===== src/rtl/regfile_pkg.sv =====
// Shared register-file constants and the client naming used when the
// execution units are hooked onto the write-port arbiter.
package regfile_pkg;

  localparam int RF_NUM_REGS      = 32;
  localparam int RF_DATA_WIDTH    = 32;
  localparam int RF_REG_SEL_WIDTH = $clog2(RF_NUM_REGS);

  // Arbiter slot assignment of the execution units.
  typedef enum logic [1:0] {
    DIV = 2'd0,
    MUL = 2'd1,
    LSU = 2'd2,
    ALU = 2'd3
  } e_wr_client;

endpackage


===== src/rtl/regfile_wr_arbiter_rr_pick.sv =====
// Round-robin picker: first set bit of i_eligible at or above i_ptr,
// wrapping modulo N. Purely combinational.
module rr_pick #(
  parameter int N     = 4,
  parameter int IDX_W = 2
) (
  input  logic [N-1:0]     i_eligible,
  input  logic [IDX_W-1:0] i_ptr,
  output logic             o_found,
  output logic [IDX_W-1:0] o_idx
);

  localparam logic [IDX_W:0] N_W = (IDX_W + 1)'(N);

  logic [2*N-1:0]   w_dbl;
  logic [2*N-1:0]   w_shift;
  logic [N-1:0]     w_rot;
  logic [IDX_W-1:0] w_off;
  logic             w_found;
  logic [IDX_W:0]   w_sum;

  // Duplicating the vector turns the wrap-around scan into a plain shift.
  assign w_dbl   = {i_eligible, i_eligible};
  assign w_shift = w_dbl >> i_ptr;
  assign w_rot   = w_shift[N-1:0];

  // Priority-encode the lowest set bit of the rotated vector.
  always_comb begin
    w_found = 1'b0;
    w_off   = {IDX_W{1'b0}};
    for (int k = N - 1; k >= 0; k--) begin
      if (w_rot[k]) begin
        w_found = 1'b1;
        w_off   = IDX_W'(k);
      end else begin
        w_found = w_found;
      end
    end
  end

  assign w_sum = {1'b0, i_ptr} + {1'b0, w_off};

  // Undo the rotation; N need not be a power of two, so wrap explicitly.
  always_comb begin
    o_found = w_found;
    if (w_sum >= N_W) begin
      o_idx = IDX_W'(w_sum - N_W);
    end else begin
      o_idx = IDX_W'(w_sum);
    end
  end

endmodule


===== src/rtl/regfile_wr_arbiter.sv =====
// Register-file write-port arbiter: grants one requesting execution unit
// per cycle in round-robin order and drives the registered write port.
// A client whose ack is currently high is masked so its still-asserted
// request is not granted twice.
module regfile_wr_arbiter
  import regfile_pkg::*;
#(
  parameter int NUM_REQUESTERS = 4,
  parameter int DATA_WIDTH     = RF_DATA_WIDTH,
  parameter int NUM_REGS       = RF_NUM_REGS,
  parameter int REG_SEL_WIDTH  = $clog2(NUM_REGS),
  parameter int REQ_IDX_WIDTH  = (NUM_REQUESTERS > 1) ? $clog2(NUM_REQUESTERS) : 1
) (
  input  logic                                  clk,
  input  logic                                  rst,
  input  logic [NUM_REQUESTERS-1:0]             i_req,
  input  logic [NUM_REQUESTERS*REG_SEL_WIDTH-1:0] i_req_sel,
  input  logic [NUM_REQUESTERS*DATA_WIDTH-1:0]  i_req_data,
  output logic [NUM_REQUESTERS-1:0]             o_ack,
  output logic                                  o_rf_wr_en,
  output logic [REG_SEL_WIDTH-1:0]              o_rf_wr_sel,
  output logic [DATA_WIDTH-1:0]                 o_rf_wr_data,
  output logic [REQ_IDX_WIDTH-1:0]              o_grant_idx
);

  logic [NUM_REQUESTERS-1:0] r_ack;
  logic                      r_rf_wr_en;
  logic [REG_SEL_WIDTH-1:0]  r_rf_wr_sel;
  logic [DATA_WIDTH-1:0]     r_rf_wr_data;
  logic [REQ_IDX_WIDTH-1:0]  r_grant_idx;
  logic [REQ_IDX_WIDTH-1:0]  r_rr_ptr;

  logic [NUM_REQUESTERS-1:0] w_eligible;
  logic                      w_found;
  logic [REQ_IDX_WIDTH-1:0]  w_idx;
  logic [REQ_IDX_WIDTH-1:0]  w_ptr_next;
  logic [REG_SEL_WIDTH-1:0]  w_sel;
  logic [DATA_WIDTH-1:0]     w_data;
  logic [NUM_REQUESTERS-1:0] w_onehot;

  assign w_eligible = i_req & ~r_ack;

  rr_pick #(
    .N     (NUM_REQUESTERS),
    .IDX_W (REQ_IDX_WIDTH)
  ) u_rr_pick (
    .i_eligible (w_eligible),
    .i_ptr      (r_rr_ptr),
    .o_found    (w_found),
    .o_idx      (w_idx)
  );

  assign w_sel    = i_req_sel[w_idx*REG_SEL_WIDTH +: REG_SEL_WIDTH];
  assign w_data   = i_req_data[w_idx*DATA_WIDTH +: DATA_WIDTH];
  assign w_onehot = {{(NUM_REQUESTERS-1){1'b0}}, 1'b1} << w_idx;

  // Priority moves to the slot just after the winner, wrapping at the last client.
  always_comb begin
    if (w_idx == REQ_IDX_WIDTH'(NUM_REQUESTERS - 1)) begin
      w_ptr_next = {REQ_IDX_WIDTH{1'b0}};
    end else begin
      w_ptr_next = w_idx + REQ_IDX_WIDTH'(1);
    end
  end

  // Grant and write-port registers; selector 0 is acked but never written.
  always_ff @(posedge clk or posedge rst) begin
    if (rst) begin
      r_ack        <= {NUM_REQUESTERS{1'b0}};
      r_rf_wr_en   <= 1'b0;
      r_rf_wr_sel  <= {REG_SEL_WIDTH{1'b0}};
      r_rf_wr_data <= {DATA_WIDTH{1'b0}};
      r_grant_idx  <= {REQ_IDX_WIDTH{1'b0}};
      r_rr_ptr     <= {REQ_IDX_WIDTH{1'b0}};
    end else if (w_found) begin
      r_ack        <= w_onehot;
      r_rf_wr_en   <= (w_sel != {REG_SEL_WIDTH{1'b0}});
      r_rf_wr_sel  <= w_sel;
      r_rf_wr_data <= w_data;
      r_grant_idx  <= w_idx;
      r_rr_ptr     <= w_ptr_next;
    end else begin
      r_ack        <= {NUM_REQUESTERS{1'b0}};
      r_rf_wr_en   <= 1'b0;
      r_rf_wr_sel  <= {REG_SEL_WIDTH{1'b0}};
      r_rf_wr_data <= {DATA_WIDTH{1'b0}};
      r_grant_idx  <= r_grant_idx;
      r_rr_ptr     <= r_rr_ptr;
    end
  end

  assign o_ack        = r_ack;
  assign o_rf_wr_en   = r_rf_wr_en;
  assign o_rf_wr_sel  = r_rf_wr_sel;
  assign o_rf_wr_data = r_rf_wr_data;
  assign o_grant_idx  = r_grant_idx;

endmodule


===== config.mk =====
export PLATFORM = sky130hd
export DESIGN_NAME = regfile_wr_arbiter
export DESIGN_NICKNAME = d
export VERILOG_FILES = /design/src/rtl/regfile_pkg.sv /design/src/rtl/regfile_wr_arbiter_rr_pick.sv /design/src/rtl/regfile_wr_arbiter.sv
export SDC_FILE = /design/constraint.sdc
export NUM_CORES = 1
export LEC_CHECK = 0
export ABC_AREA = 1
export BUFFER_PORTS_ARGS = -buffer_cell sky130_fd_sc_hd__buf_2
export CORE_AREA = 2 2 105 107
export CTS_CLUSTER_DIAMETER = 60
export DETAILED_ROUTE_END_ITERATION = 12
export DIE_AREA = 0 0 107 109
export PLACE_DENSITY = 0.61
export SYNTH_ARGS = -nofsm -noshare
export SYNTH_HDL_FRONTEND = slang
export SYNTH_SLANG_ARGS = --single-unit

===== constraint.sdc =====
create_clock -name clk -period 4 [get_ports clk]
set_input_delay 1 -clock clk [delete_from_list [all_inputs] [get_ports clk]]
set_output_delay 1 -clock clk [all_outputs]
set_load 0.05 [all_outputs]

==> impl_metrics.env <==
export IMPL_tightest_slew_ps=943
export IMPL_multi_input_area_sq_um=1610
export IMPL_whs_ps=521
export IMPL_fin_cells=735
export IMPL_path_clk_slew_ps=90
export IMPL_area_delta_synth_final_pct=40.2
export IMPL_initial_core_util=0.280
export IMPL_top_layer_used="met4"
export IMPL_grt_start_max_net_pins=78
export IMPL_grt_pass1_wl_microns=14400
export IMPL_critPathMaxFanout=39
export IMPL_min_path_cells=2
export IMPL_portBuffers=197
export IMPL_cp_end_kind="register"
export IMPL_dp_hpwl_microns=6940
export IMPL_diodes=0
export IMPL_min_to="o_grant_idx[1]"
export IMPL_drtAntennaViolNets=0
export IMPL_cts_resized=0
export IMPL_ctsHoldBuffers=0
export IMPL_io_pins=198
export IMPL_arrival_ps=3120
export IMPL_status="finished clean"
export IMPL_maxCapViolCount=0
export IMPL_final_nets=753
export IMPL_fmax_mhz=338
export IMPL_post_cts_setup_buffers=0
export IMPL_met3WireLength_microns=700
export IMPL_drt_first_pass_iters=4
export IMPL_grt_overflow=0
export IMPL_drt_initial_drc_count=193
export IMPL_finalWeightedCongestion=0.861
export IMPL_dieWidth_microns=107
export IMPL_vias=3395
export IMPL_critPathLaunchType="input pin"
export IMPL_setup_viol=0
export IMPL_ys_seq_area_frac=0.387
export IMPL_wl_met2_microns=4550
export IMPL_slew_violations=0
export IMPL_antenna_found_initial=0
export IMPL_dp_cells=727
export IMPL_worstSetupPathType="in -> reg"
export IMPL_die_y_microns=109
export IMPL_cts_tree="built"
export IMPL_r2r_cells=16
export IMPL_netlist_area_sq_um=2970
export IMPL_num_rows=38
export IMPL_layout_drive_gt1_share=0.429
export IMPL_core_area_sq_um=10600
export IMPL_cts_buffer_depth=2
export IMPL_grt_usage=0.153
export IMPL_min_from="o_grant_idx[1]"
export IMPL_synth_avg_cell_area_sq_um=7.16
export IMPL_numCtsBuffers=5
export IMPL_h_tree_depth=2
export IMPL_worst_clock_skew_ps=7.26
export IMPL_synth_seq_cells=46
export IMPL_dieArea_sq_um=11700
export IMPL_fillers=1128
export IMPL_grt_pass1_vias=3278
export IMPL_insertion_delay_ps=290
export IMPL_reg2reg_slack_ps=1280
export IMPL_finalHoldViolations=0
export IMPL_timing_rr_start="r_rr_ptr[0]"
export IMPL_syn_inst=415
export IMPL_reg2reg_to="o_rf_wr_en"
export IMPL_seq_area_sq_um=1150
export IMPL_wl_per_cell_microns=12.2
export IMPL_fin_setup_tns_ps=0
export IMPL_fin_crit_ps=2960
export IMPL_wl_microns=9000
export IMPL_finalCritPeriodShare=0.741
export IMPL_hp_class="reg -> reg"
export IMPL_vias_per_cell=4.62
export IMPL_max_slew_margin_rel=0.371
export IMPL_clkSinkCount=46
export IMPL_yosys_warnings=0
export IMPL_drc=0
export IMPL_syn_num_nets=574
export IMPL_wl_met1_microns=3660
export IMPL_rsz0062_at_grt="false"
export IMPL_cts_root_buf="clkbuf_8"
export IMPL_ys_types=23
export IMPL_cp_data_required_time_ps=4150
[cells in the final DEF (no fill, tap or decap)]
| cell | netlist | layout |
|---|---|---|
| nor2_1 | 15 | 15 |
| clkinv_2 | 1 | 1 |
| dfrtp_1 | 46 | 46 |
| o21ai_0 | 1 | 1 |
| nand2_1 | 198 | 198 |
| bufinv_16 | 0 | 2 |
| a21oi_1 | 4 | 4 |
| inv_1 | 12 | 10 |
| nand2_4 | 1 | 1 |
| clkbuf_8 | 0 | 6 |
| inv_4 | 1 | 1 |
| buf_12 | 0 | 1 |
| nor2_2 | 1 | 1 |
| o21ai_1 | 2 | 2 |
| a31oi_1 | 32 | 32 |
| ha_2 | 0 | 1 |
| xor2_1 | 1 | 1 |
| buf_2 | 8 | 197 |
| buf_4 | 0 | 2 |
| nand3_2 | 31 | 31 |
| nand2_2 | 6 | 6 |
| nand3_1 | 26 | 26 |
| a21boi_0 | 1 | 1 |
| ha_1 | 5 | 4 |
| inv_2 | 3 | 5 |
[logic make-up after synthesis]
logic type               Yosys count  synth area share
AO/OA/AOI/OAI                     40            0.0816
XOR/XNOR                           1           0.00295
adder cells (fa/ha/maj)            5            0.0210
buffers and inverters             45            0.0715
flip-flops                        46             0.387
AND/OR/NAND/NOR                  278             0.436
[layout make-up]
type / instances / share of cell area
clock inverter: 2 / 0.0144
multi-input combinational: 324 / 0.387
tap: 140 / 0.0420
sequential: 46 / 0.276
clock buffer: 6 / 0.0198
inverter: 17 / 0.0162
timing repair buffer: 200 / 0.245
[metal layers]
layer / vias up / GRT usage
met5: - / 0
met4: 0 / 0.0390
met3: 8 / 0.0389
met2: 133 / 0.287
met1: 1560 / 0.174
li1: 1694 / -
[flip-flops by register name, summed over array words and instances, names as in the netlist]
name,cells
o_rf_wr_en,1
o_rf_wr_sel,5
o_ack,4
r_rr_ptr,2
o_grant_idx,2
o_rf_wr_data,32
[critical path, stage by stage]
cell	delay [ps]
buf_2	110
nand3_1	100
nand3_1	90
nand2_1	100
nand3_1	70
a21boi_0	170
ha_2	200
xor2_1	210
nand2_2	140
nand2_4	90
buf_4	390
ha_1	310
nand2_1	60
o21ai_1	70
[how the worst max path moves through the flow]
stage	start	end	slack (ps)	cells after the start
after floorplan	i_req[1]	r_rr_ptr[1]	1120	15
after global placement	i_req[1]	r_rr_ptr[1]	770	14
after detailed placement	i_req[3]	r_rr_ptr[1]	730	14
after CTS	i_req[3]	r_rr_ptr[1]	1040	14
after global routing	i_req[3]	o_rf_wr_en	810	18
final	i_req[3]	r_rr_ptr[1]	1040	14
[synth_stat cells]
master,n,area (sq um)
nand2_4,1,11.3
a31oi_1,32,200
nand2_1,198,743
buf_1,1,3.75
nor2_2,1,6.26
o21ai_0,1,5.00
a21oi_1,4,20.0
inv_2,3,11.3
inv_4,1,6.26
ha_1,5,62.6
inv_1,12,45.0
dfrtp_1,46,1150
o21ai_1,2,10.0
nand3_2,31,310
buf_2,8,40.0
a21boi_0,1,7.51
buf_6,4,45.0
clkbuf_1,15,56.3
clkinv_2,1,5.00
nor2_1,15,56.3
xor2_1,1,8.76
nand3_1,26,130
nand2_2,6,37.5
[stage by stage]
stage / setup slack, ps / area (sq um) / utilization
after CTS: 1040 / 4170 / 0.393
after global routing: 805 / 4170 / 0.393
final: 1040 / 4170 / 0.393
after detailed placement: 731 / 4030 / 0.380
after floorplan: 1120 / 2970 / -
after global placement: 773 / 4030 / 0.380
Power is not shown: default switching activity piles up to over one toggle a cycle in this logic, so the estimate is an artifact.
